## src/rtl/bridge_req_serializer.sv

```systemverilog
// bridge_req_serializer
//
// Serializes one core-to-host command into 16-bit request words for the
// bridge driver, then waits for the host's response and reports completion.
// The optional timeout ends the wait if the host never answers.
//
// Word sequence for one request:
//   {count[2:0], code[12:0]}, then p0[31:16], p0[15:0], p1[31:16], ...
//
// Ports
//   clk             bridge clock
//   reset           asynchronous, active-high reset
//   cmd_valid       core request pending
//   cmd_ready       serializer can accept a request (IDLE only)
//   cmd_code        13-bit command code
//   cmd_param_count number of 32-bit params; 5..7 are treated as 4
//   cmd_params      params, param i at [32i+31:32i]
//   req_valid       req_word valid for the bridge driver
//   req_ready       bridge driver takes req_word this cycle
//   req_word        serialized request word
//   resp_valid      host response strobe
//   resp_status     host response status
//   done_valid      one-cycle completion pulse
//   done_status     captured status, 16'hFFFF on timeout
//   done_timeout    1 when the completion was a timeout
//
// state     | meaning
// ----------+------------------------------------------------------
// IDLE      | ready for a new request
// HEADER    | presenting the {count, code} header word
// PARAM_HI  | presenting bits 31:16 of param idx
// PARAM_LO  | presenting bits 15:0 of param idx
// WAIT_RESP | all words sent, waiting for resp_valid or timeout
// DONE      | done_valid pulse, then back to IDLE

module bridge_req_serializer #(
  parameter int unsigned TIMEOUT_CYCLES = 50000
) (
  input  logic         clk,
  input  logic         reset,
  input  logic         cmd_valid,
  output logic         cmd_ready,
  input  logic [12:0]  cmd_code,
  input  logic [2:0]   cmd_param_count,
  input  logic [127:0] cmd_params,
  output logic         req_valid,
  input  logic         req_ready,
  output logic [15:0]  req_word,
  input  logic         resp_valid,
  input  logic [15:0]  resp_status,
  output logic         done_valid,
  output logic [15:0]  done_status,
  output logic         done_timeout
);

  typedef enum logic [2:0] {
    IDLE,
    HEADER,
    PARAM_HI,
    PARAM_LO,
    WAIT_RESP,
    DONE
  } state_t;

  localparam bit          TMO_EN   = (TIMEOUT_CYCLES != 0);
  localparam logic [31:0] TMO_LAST = TMO_EN ? 32'(TIMEOUT_CYCLES - 1) : 32'd0;

  state_t            state_q, state_d;
  logic [12:0]       code_q, code_d;
  logic [2:0]        count_q, count_d;
  logic [3:0][31:0]  params_q, params_d;
  logic [1:0]        idx_q, idx_d;
  logic [31:0]       tmr_q, tmr_d;
  logic [15:0]       dstat_q, dstat_d;
  logic              dto_q, dto_d;

  logic              last_param;
  logic              timeout_hit;
  logic              req_valid_c;
  logic [15:0]       req_word_c;

  always_ff @(posedge clk or posedge reset) begin
    if (reset) begin
      state_q  <= IDLE;
      code_q   <= '0;
      count_q  <= '0;
      params_q <= '0;
      idx_q    <= '0;
      tmr_q    <= '0;
      dstat_q  <= '0;
      dto_q    <= 1'b0;
    end else begin
      state_q  <= state_d;
      code_q   <= code_d;
      count_q  <= count_d;
      params_q <= params_d;
      idx_q    <= idx_d;
      tmr_q    <= tmr_d;
      dstat_q  <= dstat_d;
      dto_q    <= dto_d;
    end
  end

  // count_q is never 0 while in the param states, so count_q-1 cannot wrap there.
  assign last_param  = ({1'b0, idx_q} == (count_q - 3'd1));
  assign timeout_hit = TMO_EN && (tmr_q == TMO_LAST);

  always_comb begin
    state_d     = state_q;
    code_d      = code_q;
    count_d     = count_q;
    params_d    = params_q;
    idx_d       = idx_q;
    tmr_d       = tmr_q;
    dstat_d     = dstat_q;
    dto_d       = dto_q;
    req_valid_c = 1'b0;
    req_word_c  = '0;

    case (state_q)
      IDLE: begin
        if (cmd_valid) begin
          code_d   = cmd_code;
          count_d  = (cmd_param_count > 3'd4) ? 3'd4 : cmd_param_count;
          params_d = cmd_params;
          idx_d    = '0;
          state_d  = HEADER;
        end
      end

      HEADER: begin
        req_valid_c = 1'b1;
        req_word_c  = {count_q, code_q};
        if (req_ready) begin
          idx_d = '0;
          if (count_q == 3'd0) begin
            tmr_d   = '0;
            state_d = WAIT_RESP;
          end else begin
            state_d = PARAM_HI;
          end
        end
      end

      PARAM_HI: begin
        req_valid_c = 1'b1;
        req_word_c  = params_q[idx_q][31:16];
        if (req_ready) state_d = PARAM_LO;
      end

      PARAM_LO: begin
        req_valid_c = 1'b1;
        req_word_c  = params_q[idx_q][15:0];
        if (req_ready) begin
          if (last_param) begin
            tmr_d   = '0;
            state_d = WAIT_RESP;
          end else begin
            idx_d   = idx_q + 2'd1;
            state_d = PARAM_HI;
          end
        end
      end

      WAIT_RESP: begin
        // A response arriving on the last allowed cycle still counts as a response.
        if (resp_valid) begin
          dstat_d = resp_status;
          dto_d   = 1'b0;
          state_d = DONE;
        end else if (timeout_hit) begin
          dstat_d = 16'hFFFF;
          dto_d   = 1'b1;
          state_d = DONE;
        end else begin
          tmr_d = tmr_q + 32'd1;
        end
      end

      DONE: begin
        state_d = IDLE;
      end

      default: begin
        state_d = IDLE;
      end
    endcase
  end

  // Reset gates cmd_ready directly so it is low for the whole reset window.
  assign cmd_ready    = (state_q == IDLE) && !reset;
  assign req_valid    = req_valid_c;
  assign req_word     = req_word_c;
  assign done_valid   = (state_q == DONE);
  assign done_status  = dstat_q;
  assign done_timeout = dto_q;

endmodule

```

## config.mk

```make
export PLATFORM = sky130hd
export DESIGN_NAME = bridge_req_serializer
export DESIGN_NICKNAME = d
export VERILOG_FILES = /design/src/rtl/bridge_req_serializer.sv
export SDC_FILE = /design/constraint.sdc
export NUM_CORES = 1
export LEC_CHECK = 0
export CAP_MARGIN = 20
export CORE_MARGIN = 1.5
export CORE_UTILIZATION = 45
export CTS_BUF_LIST = sky130_fd_sc_hd__clkbuf_16
export DETAILED_ROUTE_END_ITERATION = 7
export GPL_TIMING_DRIVEN = 1
export PLACE_DENSITY_LB_ADDON = 0.25
export REMOVE_ABC_BUFFERS = 1
export SYNTH_ARGS = -nofsm -noshare
export SYNTH_HDL_FRONTEND = slang
export SYNTH_SLANG_ARGS = --single-unit
```

## constraint.sdc

```tcl
create_clock -name clk -period 13.55 [get_ports clk]
set_input_delay 2.0325 -clock clk [delete_from_list [all_inputs] [get_ports clk]]
set_output_delay 2.0325 -clock clk [all_outputs]
set_load 0.05 [all_outputs]
```

==> flow_summary.toml <==
[power]
peakVddDrop_mv = 0.178
total_power_uw = 2890
powerDensity_nw_per_um2 = 238
p_leak_uw = 0.00481

[route]
first_pass_iters = 4
routed_via_density = 5.58
wire_per_inst_um = 18.5
ant_nets = 0
via_count = 6565
drt-total-wl_um = 21700
drc = 0
drtIter0Drc = 324

[floorplan]
fp-row-count = 52
dieArea_um2 = 21600
dieWidth_um = 147
die_h_um = 147
start_util_pct = 45.9
pin_count = 201
fp.coreArea_um2 = 20300

[synthesis]
yosys.area.top_type_share_pct = 53.1
synth_seq_cells = 198
synth_area_leader_cell = "dfrtp_1"
synthArstFlopShare_pct = 100
synth_area_leaders = "dfrtp_1, mux2_2, mux4_2"
synth_area_per_cell_um2 = 13.0
synth_seq_area_share_pct = 53.1
synthFlopType = "dfrtp_1"
syn_area_um2 = 9320
synth_warnings = 0
synth_cell_type_count = 53
synth_cells = 716
synth_edf_count = 0

[global_route]
grt_max_degree = 145
grt_antenna_before_repair = 0
use_met1_pct = 26.4
grt-busiest-layer = "met2"
use_met2_pct = 33.8
grt_use_met3_pct = 7.17
grt_pass1_wl_um = 35200
grt-ovfl-total = 0
first_global_vias = 6808
grt_usage_pct = 20.8

[cts]
insertion_delay_ps = 430
ctsHoldBuffers = 0
cts.path.max_buffers = 2
cts_buffers = 17
cts_setup_buffers = 0
clk_pin_slew_worst_paths_ps = 70
cts_root_buf = "clkbuf_16"
cts_resized = 0
cts-htree-levels = 4
cts_num_sinks = 198
cts_tree = "built"

[sta]
max_slew_margin_pct = 25.5
fin_crit_sh_pct = 41.6
min_period_ps = 5630
finClkSkew_ps = 10.1
rsz0062_at_grt = "no"
finalMaxSlewViolations = 0
tns_ps = 0
hold_viol_final = 0
setup_viol = 0
worst_pin_slew_ps = 1110
fmax_mhz = 178

[worst_hold_path]
hp-class = "reg -> reg"
hold_depth = 1
hold_path_end = "done_status[11]$_DFFE_PP0P_"
min_from = "done_status[11]$_DFFE_PP0P_"

[final_layout]
syn2layout_area_growth_pct = 30.1
drive_above_1_share_pct = 27.2
nFillCells = 1646
final_core_util_pct = 59.8
final_cells = 1177
finalNetCount = 1063
diodes = 0
fin_area_um2 = 12100
final_common_cell = "clkdlybuf4s50_1"
final_cell_mix = "clkdlybuf4s50_1, dfrtp_1, mux2_2, nor2_1, mux4_2"

[outcome]
status = "complete, no violations"

[worst_setup_path]
worstPathArrival_ps = 3600
r2r_slack_ps = 10230
start_kind = "primary input"
critPathRequiredTime_ps = 11520
r2r_end = "params_q[41]$_DFFE_PP0P_"
end_kind = "output pin"
reg2reg_depth = 5
r2r-start = "state_q[2]$_DFFE_PP0P_"
crit_type = "in -> out"
crit_path_max_fanout = 2

[place]
placed_area_um2 = 11500
hpwl_um = 14200
portBuffers = 200
place_congestion = 0.763
place_inst = 1145

[run]
maxCapViolCount = 0
where the power goes:
part           total [uW]  internal [uW]  leakage (uW)  switching [uW]
clock network         514            277      0.000291             237
registers            1040            864       0.00240             179
logic                1330            657       0.00211             673
kinds of logic (layout without fill, tap and decap cells):
logic type               count (synthesis)  in the layout  share of synthesized area, %
buffers and inverters                   56            247                          2.75
adder cells (fa/ha/maj)                  3              3                         0.403
multiplexers                           189            189                          26.7
XOR/XNOR                                 2              2                         0.188
AO/OA/AOI/OAI                          133            133                          9.21
flip-flops                             198            198                          53.1
AND/OR/NAND/NOR                        135            135                          7.62
synthesized netlist by cell type (4+ instances only):
master,count
a21oi_1,19
a22oi_1,16
a31oi_1,7
and2_1,4
and3_1,6
buf_2,25
clkbuf_1,19
dfrtp_1,198
inv_1,8
mux2_2,157
mux4_2,32
nand2_1,26
nand3_1,15
nand4_1,7
nor2_1,32
nor2b_1,5
nor3_1,10
nor4_1,6
o21ai_0,29
o21ai_1,18
o22a_1,17
o31ai_1,11
or3_1,4
registers in the layout, summed over array words and instances, names as in the netlist:
register / flops
count_q: 3
params_q: 128
done_timeout: 1
state_q: 3
done_status: 16
code_q: 13
idx_q: 2
tmr_q: 32
critical path: stages:
cell and delay, ps:
clkdlybuf4s50_1 510, nor4_1 210, clkdlybuf4s50_1 850
worst max-delay path by stage:
| stage | cells after the start | from | to | slack, ps |
|---|---|---|---|---|
| 2_1_floorplan | 2 | cmd_valid | code_q[0]$_DFFE_PP0P_ | -4720 |
| 3_3_place_gp | 3 | reset | cmd_ready | 7900 |
| 3_5_place_dp | 3 | reset | cmd_ready | 7930 |
| 4_1_cts | 3 | reset | cmd_ready | 7910 |
| 5_1_grt | 3 | reset | cmd_ready | 7860 |
| 6_report | 3 | reset | cmd_ready | 7920 |
through the flow:
step | hold WS, ps | setup slack [ps]
floorplan | 468 | -4720
global placement | 469 | 7900
detailed placement | 477 | 7930
CTS | 493 | 7910
global route | 501 | 7860
finish | 489 | 7920
cell type report:
type | instances | area, um^2 | area share, %
clock buffers | 17 | 425 | 3.51
clock inverters | 14 | 169 | 1.39
inverters | 8 | 37.5 | 0.309
multi-input cells | 462 | 4120 | 34.0
flip-flops and latches | 198 | 4960 | 40.9
well taps | 270 | 338 | 2.78
repair buffers | 208 | 2080 | 17.2
layer usage:
metal  part of all wire (%)  vias up
met5                      0        -
met1                     43     3307
met4                    1.8        0
met2                     48      206
li1                       -     3026
met3                    7.5       26
(Power assumes the default switching activity.)
==> RTL change 1 (same flow settings) <==
Reset style: synchronous (`reset`), changed in one clocked block. Comments in the files are not updated.
--- a/src/rtl/bridge_req_serializer.sv
+++ b/src/rtl/bridge_req_serializer.sv
@@ -81,3 +81,3 @@
 
-  always_ff @(posedge clk or posedge reset) begin
+  always_ff @(posedge clk) begin
     if (reset) begin
Check against the original RTL: differs if reset is asserted again (counterexample within 4 cycles, from zero or initial values and one cycle with reset high); with reset held inactive, the same outputs for 4 cycles.
==> RTL change 1 against the unedited design <==
- count of clock-buffer cells in the layout did not move
- synthesized area decreased by 3.2%
- routed wire length rose by 14%
- sequential cell count is the same
- setup slack better by 0.22 ns
- design area is 3.8% lower
Power is not compared: it rests on default switching activity, and its combinational part moved more than twofold at a synthesized area within 25%.
==> RTL change 1: results (changes against the unedited design) <==
status = finished, final reports clean
top cells by count, synth = 311 x nand2_1, 198 x dfxtp_1, 170 x a21oi_1
Crit Path Max Fanout = 15 (+13)
post-synthesis cell count = 1091 (+52%)
vias in the first global route = 7721 (+13%)
clk_skew = 0.0142 ns (+0.00405 ns)
final hold viol count = 0 (unchanged)
first-pass detailed-route iteration total = 5 (+1)
vias per cell = 5.48 (-1.7%)
initial antenna violation count = 3 (+3)
wire per inst = 16.4 um (-11%)
GP Congestion = 0.899 (+18%)
nets = 1400 (+32%)
worst r2r src = state_q[1]$_SDFFE_PP0P_
Synth area leaders = dfxtp_1 44%, nand2_1 13%, a21oi_1 9.4%
Hold Startpoint = params_q[54]$_SDFFE_PP0P_
Routed WL = 24.8 mm (+14%)
Main synth FF type = dfxtp_1
WP data arrival = 3.38 ns (-0.22 ns)
register area share after synthesis = 0.439 (-0.0923)
Placed Cells = 1477 (+29%)
ys async rst share = 0 (-1.00)
largest net degree at the start of global routing = 86 (-41%)
Worst Hold End = params_q[54]$_SDFFE_PP0P_
All-Layer GR Usage = 0.239 (+0.0315)
Reg2Reg Setup Slack = 10.54 ns (+0.31 ns)
Hold Path Stages = 2 (+1)
Detailed Place HPWL = 16.2 mm (+14%)
layout cells sized above 1 = 0.0916 (-0.181)
Clock Latency Late Sink = 0.44 ns
reg2reg path depth = 6 (+1)
CP peak stage delay = 0.90 ns (+0.05 ns)
starting DRC count in detailed routing = 696 (+110%)
RR Endpoint = tmr_q[27]$_SDFFE_PP0P_
slowest cell on the critical path = clkdlybuf4s50_1
number of library cell types mapped by synthesis = 67 (+26%)
first-pass GRT wire length = 39.2 mm (+11%)
measured slew at the worst slew-check pin = 1.05 ns (-0.0585 ns)
port bufs = 200 (unchanged)
most frequent cell after synthesis = nand2_1
## RTL change 1: logic make-up after synthesis
logic type	Yosys count	share of synthesized area
buffers and inverters	107	0.0496
DFF	198	0.439
adders and majority gates	3	0.00416
xor gates and xnor gates	2	0.00194
AOI/OAI and AO/OA	262	0.174
muxes	51	0.103
and+or+nand+nor	468	0.228
## RTL change 1: how the worst max path moves through the flow
stage | endpoint | cells past startpoint
floorplan | cmd_ready | 1
global placement | cmd_ready | 3
detailed placement | cmd_ready | 3
CTS | req_word[15] | 5
global route | req_word[15] | 5
finish | cmd_ready | 3
## RTL change 1: worst register-to-register path: cells and delay by family (launching register included)
kind	cells	cell delay (ns)
AO/OA/AOI/OAI	2	0.77
buffers and inverters	1	0.24
flip-flops	1	0.30
AND/OR/NAND/NOR	3	1.61
## RTL change 1: layer usage
layer | global-route usage | vias to the layer above | share of wire
li1 | - | 4111 | -
met1 | 0.321 | 3934 | 0.46
met2 | 0.381 | 211 | 0.47
met3 | 0.0586 | 34 | 0.051
met4 | 0.0728 | 2 | 0.018
met5 | 0 | - | 0.00044
## RTL change 1: power by group
group          total [mW]  internal, mW  switching, mW  leakage [nW]
Sequential          0.662         0.633         0.0286          1.62
Combinational       0.309         0.127          0.182          2.14
Clock               0.509         0.262          0.246         0.289
Total                1.48          1.02          0.457          4.05
## RTL change 1: layout make-up
type,count,area [um2]
Antenna cell,2,5.00
Multi-Input combinational cell,786,4630
Timing Repair Buffer,211,2080
Inverter,18,67.6
Fill cell,1774,7920
Sequential cell,198,3970
Clock buffer,17,425
Tap cell,265,332
Clock inverter,15,159
## RTL change 1: through the flow
stage / instance area [um2] / hold slack (ns) / worst slack [ns] / power [mW]
2_1_floorplan: 8650 / 0.427 / 8.04 / 0.857
3_3_place_gp: 11100 / 0.439 / 8.23 / 0.976
3_5_place_dp: 11100 / 0.444 / 8.18 / 0.982
4_1_cts: 11700 / 0.455 / 8.15 / 1.49
5_1_grt: 11700 / 0.471 / 7.99 / 1.55
6_report: 11700 / 0.455 / 8.14 / 1.48
==> RTL change 2 (config.mk and constraints unchanged) <==
Made on the original files. The parameter `TIMEOUT_CYCLES` goes from 50000 to 25000.
--- a/src/rtl/bridge_req_serializer.sv
+++ b/src/rtl/bridge_req_serializer.sv
@@ -36,3 +36,3 @@
 module bridge_req_serializer #(
-  parameter int unsigned TIMEOUT_CYCLES = 50000
+  parameter int unsigned TIMEOUT_CYCLES = 25000
 ) (
Function: no difference found for any inputs over 4 cycles, from zero or initial values and one cycle with reset high; that may be too few to reach the edited logic, so the function may still have changed.
==> RTL change 2 against the unedited design <==
- sequential cell count unchanged
- design area increased by 0.30%
- power decreased by 5.5%
- routed wire length increased by 1.1%
- setup slack got worse by 0.0084 ns
- synthesized area increased by 0.24%
- hold slack improved by 0.00083 ns
- clock power about the same
- sequential share of layout area decreased by 0.12 points
- critical path depth unchanged
- largest power group unchanged
- fmax decreased by 0.15%
- critical endpoint unchanged
==> RTL change 2: results (changes against the unedited design) <==
Setup Buffers After CTS = 0 (unchanged)
register area share after synthesis = 0.530 (-0.00128)
port bufs = 200 (unchanged)
vias in the first global route = 6989 (+2.7%)
XOR/XNOR Fraction of Synth Area = 0.00937 (+0.00749)
class of the worst hold path = flip-flop to flip-flop
filler instances = 1606 (-2.4%)
GP Congestion = 0.819 (+7.2%)
clk_skew = 0.0118 ns (+0.00168 ns)
Synth Area in Adders = 0.00402 (-0.00000970)
mux cell area share after synthesis = 0.269 (+0.00177)
All-Layer GR Usage = 0.212 (+0.00424)
leakage = 5.01 nW (+4.2%)
CTS resizes = 0 (unchanged)
vias per cell = 5.64 (+1.1%)
Compound-Gate Fraction of Synth Area = 0.0731 (-0.0190)
TritonCTS Buffers = 17 (unchanged)
Crit Path Max Fanout = 2 (unchanged)
uppermost routed layer = met5
pre-CTS setup slack = 7.89 ns (-0.0410 ns)
starting DRC count in detailed routing = 420 (+30%)
WP data arrival = 3.61 ns (about the same)
first-pass GRT wire length = 36.2 mm (+3.0%)
CTS Buffer Depth = 2 (unchanged)
reg2reg path depth = 5 (unchanged)
layout cells sized above 1 = 0.279 (+0.00659)
dpl cell area = 11500 um2 (+0.32%)
number of library cell types mapped by synthesis = 55 (+3.8%)
Sw Share = 0.366 (-0.0112)
ys async rst share = 1.00 (unchanged)
metal2 WL = 11.2 mm (+7.1%)
Met3 Wirelength = 1.34 mm (-17%)
status = finished, final reports clean
Clock Latency Late Sink = 0.44 ns
largest net degree at the start of global routing = 116 (-20%)
Detailed Place HPWL = 15.0 mm (+5.6%)
initial antenna violation count = 1 (+1)
Synth area leaders = dfrtp_1 53%, mux2_2 19%, mux4_2 7.7%
Largest register FFs = 128 (unchanged)
most frequent cell after synthesis = dfrtp_1
highest ir drop seen on vdd = 0.000214 V (+20%)
first-pass detailed-route iteration total = 4 (unchanged)
met1 WL = 9.05 mm (-2.8%)
wire per inst = 19.1 um (+3.3%)
nets = 1037 (-2.4%)
top cells by count, synth = 198 x dfrtp_1, 159 x mux2_2, 32 x clkbuf_1, 32 x mux4_2, 30 x nor2_1
measured slew at the worst slew-check pin = 1.08 ns (-0.0285 ns)
[RTL change 2: final timing paths]
kind                                                 start                          to  slack (ns)
min in group asynchronous                            reset   params_q[103]$_DFFE_PP0P_        2.16
worst min-delay path            done_status[1]$_DFFE_PP0P_  done_status[1]$_DFFE_PP0P_        0.49
worst max register to register        idx_q[1]$_DFFE_PP0P_        tmr_q[7]$_DFFE_PP0P_       10.21
worst min register to register  done_status[1]$_DFFE_PP0P_  done_status[1]$_DFFE_PP0P_        0.49
worst max-delay path                                 reset                   cmd_ready        7.91
max in group asynchronous                            reset       tmr_q[18]$_DFFE_PP0P_       10.23
[RTL change 2: cell type report]
class                   count  area, um2  share of cell area
clock inverters            15        169              0.0139
well taps                 270        338              0.0278
multi-input cells         436       4150               0.341
flip-flops and latches    198       4960               0.407
clock buffers              17        425              0.0350
inverters                   7       33.8             0.00278
repair buffers            209       2090               0.172
[RTL change 2: worst max-delay path, cell delays in order]
cell,delay [ns]
clkdlybuf4s50_1,0.51
nor4_1,0.21
clkdlybuf4s50_1,0.85
[RTL change 2: power groups by stage]
stage	Clock [mW]	Sequential (mW)	Combinational, mW
6_report	0.514	0.991	1.22
5_1_grt	0.550	1.02	1.30
4_1_cts	0.524	0.991	1.24
3_5_place_dp	0	0.999	1.23
3_3_place_gp	0	0.975	1.20
2_1_floorplan	0	1.07	0.849
[RTL change 2: per-layer routing]
layer / track usage / vias up
met5: 0 / -
met4: 0.0640 / 2
met3: 0.0587 / 30
met2: 0.360 / 187
met1: 0.265 / 3318
li1: - / 2962
[RTL change 2: stage by stage]
step,utilization,power (mW),std cells
after global placement,0.569,2.18,1119
after CTS,0.598,2.75,1151
after global routing,0.599,2.88,1152
after floorplan,-,1.92,641
final,0.599,2.73,1152
after detailed placement,0.569,2.23,1119
